## config.mk

```make
export PLATFORM = sky130hd
export DESIGN_NAME = serial_mult_issue_ctrl
export DESIGN_NICKNAME = d
export VERILOG_FILES = /design/src/rtl/serial_mult_pkg.sv /design/src/rtl/serial_mult_op_fifo.sv /design/src/rtl/serial_mult_issue_ctrl.sv
export SDC_FILE = /design/constraint.sdc
export NUM_CORES = 1
export LEC_CHECK = 0
export CORE_ASPECT_RATIO = 0.75
export CORE_MARGIN = 2
export CORE_UTILIZATION = 48
export CTS_CLUSTER_DIAMETER = 60
export DETAILED_ROUTE_END_ITERATION = 8
export HOLD_SLACK_MARGIN = 0.06
export PLACE_DENSITY = 0.76
export SYNTH_ARGS = -nofsm -noshare
export SYNTH_HDL_FRONTEND = slang
export SYNTH_HIERARCHICAL = 1
export SYNTH_SLANG_ARGS = --single-unit
```

## constraint.sdc

```tcl
create_clock -name clk -period 2.55 [get_ports clk]
set_clock_uncertainty 0.15 [all_clocks]
set_input_delay 0.51 -clock clk [delete_from_list [all_inputs] [get_ports clk]]
set_output_delay 0.51 -clock clk [all_outputs]
set_load 0.03 [all_outputs]
```

## src/rtl/serial_mult_pkg.sv

```systemverilog
// Shared types and default sizes for the serial multiplier issue/collect stage.
// The timeout watchdog in the top is enabled by defining MUL_TIMEOUT_EN.
package serial_mult_pkg;

  localparam int MUL_WIDTH       = 7;
  localparam int FIFO_DEPTH      = 4;
  localparam int WATCHDOG_CYCLES = 64;

  typedef enum logic [2:0] {
    IDLE   = 3'd0,
    ISSUE  = 3'd1,
    SETTLE = 3'd2,
    WAIT   = 3'd3,
    HOLD   = 3'd4
  } state_t;

  typedef struct packed {
    logic [MUL_WIDTH-1:0] a;
    logic [MUL_WIDTH-1:0] b;
  } operand_pair_t;

endpackage

```

## src/rtl/serial_mult_op_fifo.sv

```systemverilog
// Synchronous operand FIFO: DEPTH entries of DATA_W bits, head visible without a pop.
// Full flag is registered, so a push into a full FIFO is refused even when a pop happens.
module serial_mult_op_fifo #(
  parameter int DATA_W  = 14,
  parameter int DEPTH   = 4,
  localparam int PTR_W  = $clog2(DEPTH),
  localparam int CNT_W  = $clog2(DEPTH + 1)
) (
  input  logic              clk,
  input  logic              rst,
  input  logic              push,
  input  logic [DATA_W-1:0] push_data,
  input  logic              pop,
  output logic [DATA_W-1:0] head_data,
  output logic [CNT_W-1:0]  count,
  output logic              full,
  output logic              empty
);

  logic [DATA_W-1:0] mem [DEPTH];
  logic [PTR_W-1:0]  wr_ptr_reg;
  logic [PTR_W-1:0]  rd_ptr_reg;
  logic [CNT_W-1:0]  count_reg;
  logic [CNT_W-1:0]  count_next;
  logic              full_reg;
  logic              do_push;
  logic              do_pop;

  assign empty   = (count_reg == '0);
  assign do_push = push && !full_reg;
  assign do_pop  = pop && !empty;

  always_comb begin
    count_next = count_reg;
    if (do_push && !do_pop) begin
      count_next = count_reg + CNT_W'(1);
    end else if (!do_push && do_pop) begin
      count_next = count_reg - CNT_W'(1);
    end
  end

  // DEPTH is a power of two, so the pointers wrap naturally.
  always_ff @(posedge clk) begin
    if (rst) begin
      wr_ptr_reg <= '0;
      rd_ptr_reg <= '0;
      count_reg  <= '0;
      full_reg   <= 1'b0;
    end else begin
      if (do_push) begin
        wr_ptr_reg <= wr_ptr_reg + PTR_W'(1);
      end
      if (do_pop) begin
        rd_ptr_reg <= rd_ptr_reg + PTR_W'(1);
      end
      count_reg <= count_next;
      full_reg  <= (count_next == CNT_W'(DEPTH));
    end
  end

  always_ff @(posedge clk) begin
    if (do_push) begin
      mem[wr_ptr_reg] <= push_data;
    end
  end

  assign head_data = mem[rd_ptr_reg];
  assign count     = count_reg;
  assign full      = full_reg;

endmodule

```

## src/rtl/serial_mult_issue_ctrl.sv

```systemverilog
// Issue/collect stage for the serial multiplier: queues operand pairs, runs one multiply
// at a time, returns products on a valid/ready port. Define MUL_TIMEOUT_EN for the watchdog.
module serial_mult_issue_ctrl
  import serial_mult_pkg::*;
#(
  parameter int WIDTH   = MUL_WIDTH,
  parameter int DEPTH   = FIFO_DEPTH,
  parameter int TIMEOUT = WATCHDOG_CYCLES,
  localparam int CNT_W  = $clog2(DEPTH + 1)
) (
  input  logic               clk,
  input  logic               rst,
  input  logic               in_valid,
  output logic               in_ready,
  input  logic [WIDTH-1:0]   in_a,
  input  logic [WIDTH-1:0]   in_b,
  output logic               mul_en,
  output logic [WIDTH-1:0]   mul_a,
  output logic [WIDTH-1:0]   mul_b,
  input  logic               mul_valid,
  input  logic [2*WIDTH-1:0] mul_s,
  output logic               out_valid,
  input  logic               out_ready,
  output logic [2*WIDTH-1:0] out_s,
  output logic               out_err,
  output logic               busy,
  output logic [CNT_W-1:0]   fifo_count
);

  state_t               state_reg;
  state_t               state_next;
  logic [WIDTH-1:0]     mul_a_reg;
  logic [WIDTH-1:0]     mul_a_next;
  logic [WIDTH-1:0]     mul_b_reg;
  logic [WIDTH-1:0]     mul_b_next;
  logic [2*WIDTH-1:0]   out_s_reg;
  logic [2*WIDTH-1:0]   out_s_next;
  logic                 out_valid_reg;
  logic                 out_valid_next;
  logic                 fifo_pop;
  logic                 fifo_full;
  logic                 fifo_empty;
  logic [2*WIDTH-1:0]   fifo_head;

`ifdef MUL_TIMEOUT_EN
  localparam int TMR_W = $clog2(TIMEOUT + 1);
  logic [TMR_W-1:0]     timer_reg;
  logic [TMR_W-1:0]     timer_next;
  logic                 out_err_reg;
  logic                 out_err_next;
`else
  logic                 unused_timeout;
  assign unused_timeout = |TIMEOUT;
`endif

  serial_mult_op_fifo #(
    .DATA_W (2*WIDTH),
    .DEPTH  (DEPTH)
  ) u_op_fifo (
    .clk       (clk),
    .rst       (rst),
    .push      (in_valid),
    .push_data ({in_a, in_b}),
    .pop       (fifo_pop),
    .head_data (fifo_head),
    .count     (fifo_count),
    .full      (fifo_full),
    .empty     (fifo_empty)
  );

  always_comb begin
    state_next     = state_reg;
    mul_a_next     = mul_a_reg;
    mul_b_next     = mul_b_reg;
    out_s_next     = out_s_reg;
    out_valid_next = out_valid_reg;
    fifo_pop       = 1'b0;
`ifdef MUL_TIMEOUT_EN
    timer_next     = timer_reg;
    out_err_next   = out_err_reg;
`endif
    case (state_reg)
      IDLE: begin
        if (!fifo_empty) begin
          fifo_pop                 = 1'b1;
          {mul_a_next, mul_b_next} = fifo_head;
          state_next               = ISSUE;
        end
      end
      ISSUE: begin
        state_next = SETTLE;
`ifdef MUL_TIMEOUT_EN
        timer_next = '0;
`endif
      end
      // The multiplier's valid can still be high from the previous product here.
      SETTLE: begin
        state_next = WAIT;
      end
      WAIT: begin
        if (mul_valid) begin
          out_s_next     = mul_s;
          out_valid_next = 1'b1;
          state_next     = HOLD;
`ifdef MUL_TIMEOUT_EN
          out_err_next   = 1'b0;
`endif
        end
`ifdef MUL_TIMEOUT_EN
        else if (timer_reg == TMR_W'(TIMEOUT - 1)) begin
          out_s_next     = '0;
          out_err_next   = 1'b1;
          out_valid_next = 1'b1;
          state_next     = HOLD;
        end else begin
          timer_next = timer_reg + TMR_W'(1);
        end
`endif
      end
      HOLD: begin
        if (out_valid_reg && out_ready) begin
          out_valid_next = 1'b0;
          state_next     = IDLE;
`ifdef MUL_TIMEOUT_EN
          out_err_next   = 1'b0;
`endif
        end
      end
      default: begin
        state_next = IDLE;
      end
    endcase
  end

  always_ff @(posedge clk) begin
    if (rst) begin
      state_reg     <= IDLE;
      mul_a_reg     <= '0;
      mul_b_reg     <= '0;
      out_s_reg     <= '0;
      out_valid_reg <= 1'b0;
`ifdef MUL_TIMEOUT_EN
      timer_reg     <= '0;
      out_err_reg   <= 1'b0;
`endif
    end else begin
      state_reg     <= state_next;
      mul_a_reg     <= mul_a_next;
      mul_b_reg     <= mul_b_next;
      out_s_reg     <= out_s_next;
      out_valid_reg <= out_valid_next;
`ifdef MUL_TIMEOUT_EN
      timer_reg     <= timer_next;
      out_err_reg   <= out_err_next;
`endif
    end
  end

  // Gate with rst so a reset landing on ISSUE never launches an operation.
  assign mul_en    = (state_reg == ISSUE) && !rst;
  assign mul_a     = mul_a_reg;
  assign mul_b     = mul_b_reg;
  assign out_valid = out_valid_reg;
  assign out_s     = out_s_reg;
  assign in_ready  = !fifo_full;
  assign busy      = (state_reg != IDLE) || !fifo_empty;
`ifdef MUL_TIMEOUT_EN
  assign out_err   = out_err_reg;
`else
  assign out_err   = 1'b0;
`endif

endmodule

```

==> summary.log, run 1 <==
qor: run_status.status completed
qor: route.dr.pass1.iters 4
qor: run.max_cap_check_violation_count 0
qor: power.total_leakage_power 1.780 nW
qor: route.drt.antenna.violating_nets 0
qor: logic_synthesis.yosys_register_bits 98
qor: final_layout.ant_cells 0
qor: hold_path.min-delay-path-class reg2reg
qor: floorplanning.coreArea 0.008346 mm²
qor: global_route.grt_util_met3 5.301%
qor: route.viasPerCell 4.935
qor: timing.tightestPinTransition 0.6781 ns
qor: logic_synthesis.synth.lib_cells_used.distinct 38
qor: timing.rsz0062_at_grt no
qor: logic_synthesis.synth.yosys.warnings 6
qor: global_route.grt_pass1_vias 2240
qor: logic_synthesis.parity_gate_share_of_the_synthesized_area_counting_xor_and_xnor_cells 1.470%
qor: floorplanning.placement_rows 29
qor: logic_synthesis.synth_edf_count 56
qor: worst_setup_path.worstSetupEndpointType output port
qor: floorplanning.num_io_pins 69
qor: global_route.total_congestion_overflow 0
qor: route.vias 2280
qor: route.drt-total-wl 6.994 mm
qor: clock_tree.cts_root_buffer_type clkbuf_16
qor: logic_synthesis.synth.yosys.seq_area_share 61.73%
qor: worst_setup_path.critical_path_arrival 1.79 ns
qor: floorplanning.fp.dieH 83.91 µm
qor: logic_synthesis.synthArstFlopShare 0%
qor: timing.maxSlewViolCount 0
qor: logic_synthesis.largest_family_of_logic_cells_by_synthesized_area multiplexers
qor: clock_tree.cts_tree done
qor: timing.fin_ws 0.09517 ns
qor: global_route.groute.layer.met1.usage 22.02%
qor: clock_tree.clkSlewWorstSetupHoldPaths 0.07 ns
qor: timing.post-route-period-util 96.27%
qor: floorplanning.initial_core_util 48.97%
qor: global_route.grt_busiest_layer met2
qor: global_route.antenna_found_initial 0
qor: clock_tree.postCtsHoldBufs 0
qor: route.drt_first_iter_violations 154
qor: clock_tree.tritoncts_buffer_count 9
qor: final_layout.largest_reg_flops 56
qor: logic_synthesis.synth-main-ff-cell edfxtp_1
qor: placed_design.hpwl_dp 4.613 mm
qor: power.finalPower 0.005346 W
qor: logic_synthesis.synth-compound-area-share 1.225%
qor: timing.final.hold.worst_slack 0.3210 ns
qor: final_layout.syn2layout_area_growth 27.04%
qor: logic_synthesis.synth.mux.area_fraction 15.34%
qor: route.routedWlPerCell 15.14 µm
qor: final_layout.utilization 62.20%
qor: placed_design.dp_slack 0.02785 ns
qor: floorplanning.dieArea 0.009275 mm²
qor: route.drc 0
qor: clock_tree.clock_insertion_delay_worst_skew 0.34 ns
qor: logic_synthesis.post_synth_most_frequent_cells edfxtp_1 (56), nand2b_1 (56), dfxtp_1 (42)
qor: logic_synthesis.synth_top_cell_area_share 41.15%
qor: placed_design.port_buffers 67
qor: logic_synthesis.syn-num-nets 318
qor: power.power.density 1030 mW/mm²
qor: placed_design.gp_congestion 0.7568
qor: worst_setup_path.cp_data_required_time 1.89 ns
qor: timing.finalCriticalPeriod 2.455 ns
qor: clock_tree.tritoncts_num_sinks 98
qor: worst_setup_path.start_kind register
qor: timing.maxClockFrequency 407.4 MHz
qor: logic_synthesis.postSynthCellCount 278
qor: clock_tree.number_of_levels_in_the_clock_h_tree 3
qor: power.power.ir.vdd_worst 0.5779 mV
qor: floorplanning.die_w 110.5 µm
qor: timing.maxSlewHeadroom 54.73%
qor: timing.hold_violations 0
qor: logic_synthesis.synth-adder-area-share 2.143%
qor: global_route.grt_usage 16.30%
qor: global_route.grtUsageMet2 24.76%
qor: logic_synthesis.synth_area 0.004086 mm²
qor: global_route.grt_max_degree 71
qor: timing.setup-tns-final 0 ns
qor: logic_synthesis.netlist_top_cells_area edfxtp_1 (41%), dfxtp_1 (21%), nand2b_1 (8.6%)
qor: worst_setup_path.worst-setup-path-type reg2out
qor: timing.setup_viol 0
qor: logic_synthesis.post_synth.cell_area_avg 14.70 µm²
qor: logic_synthesis.library_cell_with_the_largest_summed_area_after_synthesis edfxtp_1
qor: clock_tree.ctsLongestPathBuffers 2
qor: final_layout.final_layout_size_suffix_gt1_share 16.38%
qor: logic_synthesis.synthSimpleGateAreaFrac 14.12%
qor: final_layout.nets 389
qor: global_route.grt_first_pass_wirelength 11.64 mm
qor: worst_setup_path.timing.critical_path.fanout_max 2
[power by group]
part	internal (W)	switching, W	total (W)
sequential	0.00193	0.000115	0.00205
combinational	0.000883	0.000941	0.00182
clock	0.000878	0.000594	0.00147
total	0.00370	0.00165	0.00535
[path summary, 6_finish.rpt]
path	to	from	slack, ns	depth (start not counted)
max	busy	u_op_fifo/count[1]	0.1	5
min	out_s[9]	out_s[9]	0.32	2
max reg2reg	u_op_fifo/count[2]	u_op_fifo/count[0]	0.31	9
min reg2reg	out_s[9]	out_s[9]	0.32	2
[what timing repair did]
item,4_1_cts,5_1_grt
setup buffers,0,0
pin swaps,0,0
setup endpoints to repair,1,1
resized for setup,5,3
[cells by family (layout without fill, tap and decap cells)]
group / after synthesis / count (layout)
adder cells (fa/ha/maj): 7 / 7
multiplexers: 45 / 45
AO/OA/AOI/OAI: 6 / 6
flip-flops: 98 / 98
AND/OR/NAND/NOR: 88 / 88
buffers and inverters: 27 / 103
XOR/XNOR: 6 / 6
other: 1 / 1
[placed cells by master (no fill, tap or decap), types with 2 or more instances in the layout]
master	count
bufinv_16	2
clkbuf_16	9
xnor2_1	4
inv_1	7
nor4b_1	2
ha_1	7
nor2b_1	2
nor3b_1	2
nand2b_1	56
nand2_1	2
buf_4	14
dfxtp_1	39
mux2i_1	30
nor2_1	10
mux4_2	14
clkdlybuf4s50_1	64
and2_1	4
inv_6	3
edfxtp_1	56
nor2b_4	2
dfxtp_4	2
[stage by stage]
| stage | instance area [µm²] | std cells |
|---|---|---|
| finish | 5191 | 462 |
| global placement | 4858 | 446 |
| global route | 5191 | 462 |
| CTS | 5185 | 462 |
| detailed placement | 4858 | 446 |
| floorplan | 4095 | 278 |
[worst max-delay path, stage by stage (launching register included)]
cell and delay (ns):
dfxtp_4 0.34, inv_1 0.06, ha_1 0.14, ha_1 0.15, or4b_2 0.60, buf_6 0.16
[layer usage]
metal	vias to the layer above	part of all wire [%]
li1	1121	-
met1	1082	46
met2	69	46
met3	8	6.4
met4	0	1.5
met5	-	0
[area by class of cell]
cell class	count	area [µm²]
Inverter	7	26.28
Timing Repair Buffer	80	762.0
Tap cell	108	135.1
Clock buffer	9	225.2
Sequential cell	98	2531
Clock inverter	7	106.4
Multi-Input combinational cell	153	1405
Fill cell	632	3154
Note: power is estimated with default switching activity, not from simulation.
==> run 2, diff against run 1 <==
CORE_UTILIZATION = 53   (was 48)
GPL_TIMING_DRIVEN = 0   (was default)
PLACE_DENSITY = 0.8   (was 0.76)
clock period = 2.4 ns   (was 2.55 ns; I/O delays follow)
==> run 2 against run 1 <==
Compared with the run above:
- design area is 0.96% lower
- first-iteration DRC count is 5.2% higher
- non-clock buffer count is 8 higher
- sequential power is 7% higher
- global-route usage is 2.5 points higher
- clock-buffer cell count stayed put
- worst hold slack better by 0.0092 ns
- die area is 9.0% lower
- critical path depth stayed put
- critical path type unchanged
- largest cell class unchanged
==> summary.log, run 2 (synthesis results as in run 1) <==
qor: run_status.status completed
qor: route.drt-total-wl 7.397 mm [+5.8%]
qor: timing.tightestPinTransition 0.8052 ns [+0.1271 ns]
qor: timing.setup-tns-final 0 ns [unchanged]
qor: route.route.met3.wl 395 µm [-12%]
qor: timing.maxSlewViolCount 0 [unchanged]
qor: power.combinationalPowerShare 39.2% [+5.1 points]
qor: power.finalPower 0.005308 W [-0.71%]
qor: clock_tree.ctsLongestPathBuffers 2 [unchanged]
qor: clock_tree.clkSlewWorstSetupHoldPaths 0.10 ns [+0.03 ns]
qor: floorplanning.dieArea 0.008436 mm² [-9.0%]
qor: worst_setup_path.worst-setup-path-type reg2out
qor: power.p_switching 0.001809 W [+9.6%]
qor: final_layout.layout_common_cells clkdlybuf4s50_1 (64), nand2b_1 (56), edfxtp_1 (56)
qor: route.wl_met2 3.321 mm [+2.5%]
qor: power.power.density 1032 mW/mm² [+0.26%]
qor: placed_design.placedInstanceArea 0.004925 mm² [+1.4%]
qor: power.power.ir.vdd_worst 0.5403 mV [-6.5%]
qor: worst_setup_path.start_kind register
qor: worst_setup_path.timing.critical_path.fanout_max 4 [+2]
qor: global_route.antenna_found_initial 0 [unchanged]
qor: hold_path.whs_path_depth 2 [unchanged]
qor: power.total_leakage_power 1.745 nW [-1.9%]
qor: worst_setup_path.cp_data_required_time 1.77 ns [-0.12 ns]
qor: route.drt_first_iter_violations 162 [+5.2%]
qor: timing.setup_viol 0 [unchanged]
qor: timing.post-route-period-util 96.94%
qor: power.power.share.sequential 41.3% [+3.0 points]
qor: global_route.grt_pass1_vias 2346 [+4.7%]
qor: route.drc 0 [unchanged]
qor: global_route.grt_first_pass_wirelength 11.97 mm [+2.8%]
qor: placed_design.gp_congestion 0.7694 [+1.7%]
qor: timing.rsz0062_at_grt no
qor: worst_setup_path.slowest_delay 0.46 ns [-0.14 ns]
qor: final_layout.fillcell_total 511 [-19%]
qor: clock_tree.number_of_levels_in_the_clock_h_tree 3 [unchanged]
qor: worst_setup_path.timing.critical_path.max_delay_family simple AND/OR/NAND/NOR gates
qor: worst_setup_path.critical_path_arrival 1.70 ns [-0.09 ns]
qor: final_layout.largest_reg_flops 56 [unchanged]
qor: floorplanning.num_io_pins 69 [unchanged]
qor: floorplanning.fp.dieH 80.05 µm [-4.6%]
qor: route.viasPerCell 4.976 [+0.83%]
qor: power.clkPwrFrac 19.5% [-8.0 points]
qor: worst_setup_path.critical_path_slowest_stage_cell or4b_4
qor: power.power_report.internal_total 0.003499 W [-5.3%]
qor: route.vias 2304 [+1.1%]
qor: final_layout.finalInstanceArea 0.005141 mm² [-0.96%]
qor: route.routed.top_layer met4
qor: worst_setup_path.worstSetupEndpointType output port
qor: clock_tree.cts_root_buffer_type clkbuf_8
qor: route.routedWlPerCell 15.98 µm [+5.5%]
qor: power.p_sw_share 34.08% [+3.2 points]
qor: worst_setup_path.logic_depth_of_the_worst_register_to_register_path 10 [+1]
qor: final_layout.final_layout_size_suffix_gt1_share 17.13% [+0.74 points]
qor: global_route.grt_max_degree 21 [-70%]
qor: worst_setup_path.critical_path.cell_chain inv_2, ha_4, ha_4, or4b_4, buf_6
qor: timing.maxClockFrequency 429.8 MHz
qor: timing.maxSlewHeadroom 46.32% [-8.4 points]
qor: floorplanning.initial_core_util 55.23% [+6.3 points]
qor: clock_tree.tritoncts_num_sinks 98 [unchanged]
qor: clock_tree.cts_tree done
qor: final_layout.layout.cells.most_common clkdlybuf4s50_1
qor: route.drt.antenna.violating_nets 0 [unchanged]
qor: clock_tree.clock_insertion_delay_worst_skew 0.36 ns [+0.02 ns]
qor: route.dr.pass1.iters 4 [unchanged]
qor: global_route.grt_usage 18.76% [+2.5 points]
qor: floorplanning.coreArea 0.007398 mm² [-11%]
qor: hold_path.min-delay-path-class reg2reg
qor: timing.hold_violations 0 [unchanged]
qor: run.max_cap_check_violation_count 0 [unchanged]
qor: final_layout.syn2layout_area_growth 25.81%
qor: route.wl_met1 3.639 mm [+14%]
qor: final_layout.nets 397 [+2.1%]
qor: floorplanning.die_w 105.4 µm [-4.7%]
qor: worst_setup_path.cp_num_cells 5 [unchanged]
qor: placed_design.hpwl_dp 5.145 mm [+12%]
qor: worst_setup_path.critical_path_buf_inv_count 2 [unchanged]
qor: clock_tree.tritoncts_buffer_count 9 [unchanged]
qor: worst_setup_path.crit_top_cell ha_4
qor: placed_design.port_buffers 66 [-1.5%]
qor: final_layout.ant_cells 0 [unchanged]
qor: global_route.total_congestion_overflow 0 [unchanged]
qor: timing.finalCriticalPeriod 2.326 ns
qor: floorplanning.placement_rows 27 [-6.9%]
-- run 2: changes by cell type in the layout (fill, tap and decap cells not counted), sizes merged --
cell | before | now
dlygate4sd2 | 0 | 1
clkbuf | 9 | 16
clkinv | 1 | 2
bufinv | 2 | 0
inv | 11 | 12
-- run 2: tightest hold or removal path, cell delays in order, from the launching register on --
cell and delay, ns:
dfxtp_1 0.32, nand2b_1 0.07, mux2i_1 0.06
-- run 2: layout make-up --
type	instances	area, µm²	share of cell area, %
Sequential cell	98	2531	49.23
Multi-Input combinational cell	153	1451	28.23
Timing Repair Buffer	68	675.6	13.14
Buffer	20	132.6	2.580
Tap cell	101	126.4	2.458
Clock buffer	9	123.9	2.409
Clock inverter	7	73.82	1.436
Inverter	7	26.28	0.5111
-- run 2: power by group through the flow --
stage          registers (W)  clock network (W)  logic, W
6_report             0.00219            0.00104   0.00208
3_5_place_dp         0.00223                  0   0.00205
5_1_grt              0.00223            0.00114   0.00221
3_3_place_gp         0.00222                  0   0.00202
4_1_cts              0.00220            0.00106   0.00210
2_1_floorplan        0.00248                  0   0.00118
-- run 2: layer usage --
layer  global-route usage (%)  vias up
met4                    4.800        0
met3                    4.816        4
met5                        0        -
met2                    29.03       71
met1                    26.67     1093
li1                         -     1136
-- run 2: worst paths after layout --
check | startpoint | endpoint | slack (ns)
min reg2reg | out_s[10] | out_s[10] | 0.33
max reg2reg | u_op_fifo/count[1] | u_op_fifo/full | 0.19
max | u_op_fifo/count[1] | busy | 0.07
min | out_s[10] | out_s[10] | 0.33
-- run 2: through the flow --
| step | util (%) | hold WS [ns] | setup slack, ns | instances |
|---|---|---|---|---|
| 3_5_place_dp | 66.57 | 0.3138 | -0.1973 | 445 |
| 5_1_grt | 69.49 | 0.3395 | 0.008021 | 463 |
| 4_1_cts | 69.49 | 0.3312 | 0.05070 | 463 |
| 2_1_floorplan | - | 0.3347 | -0.005225 | 278 |
| 3_3_place_gp | 66.57 | 0.3078 | -0.1445 | 445 |
| 6_report | 69.49 | 0.3302 | 0.07354 | 463 |
-- run 2: what timing repair did --
action | in CTS | in global routing
setup buffers | 2 | 0
endpoints found under the setup margin | 8 | 0
hold buffers | 0 | 0
gates resized for setup | 9 | 0
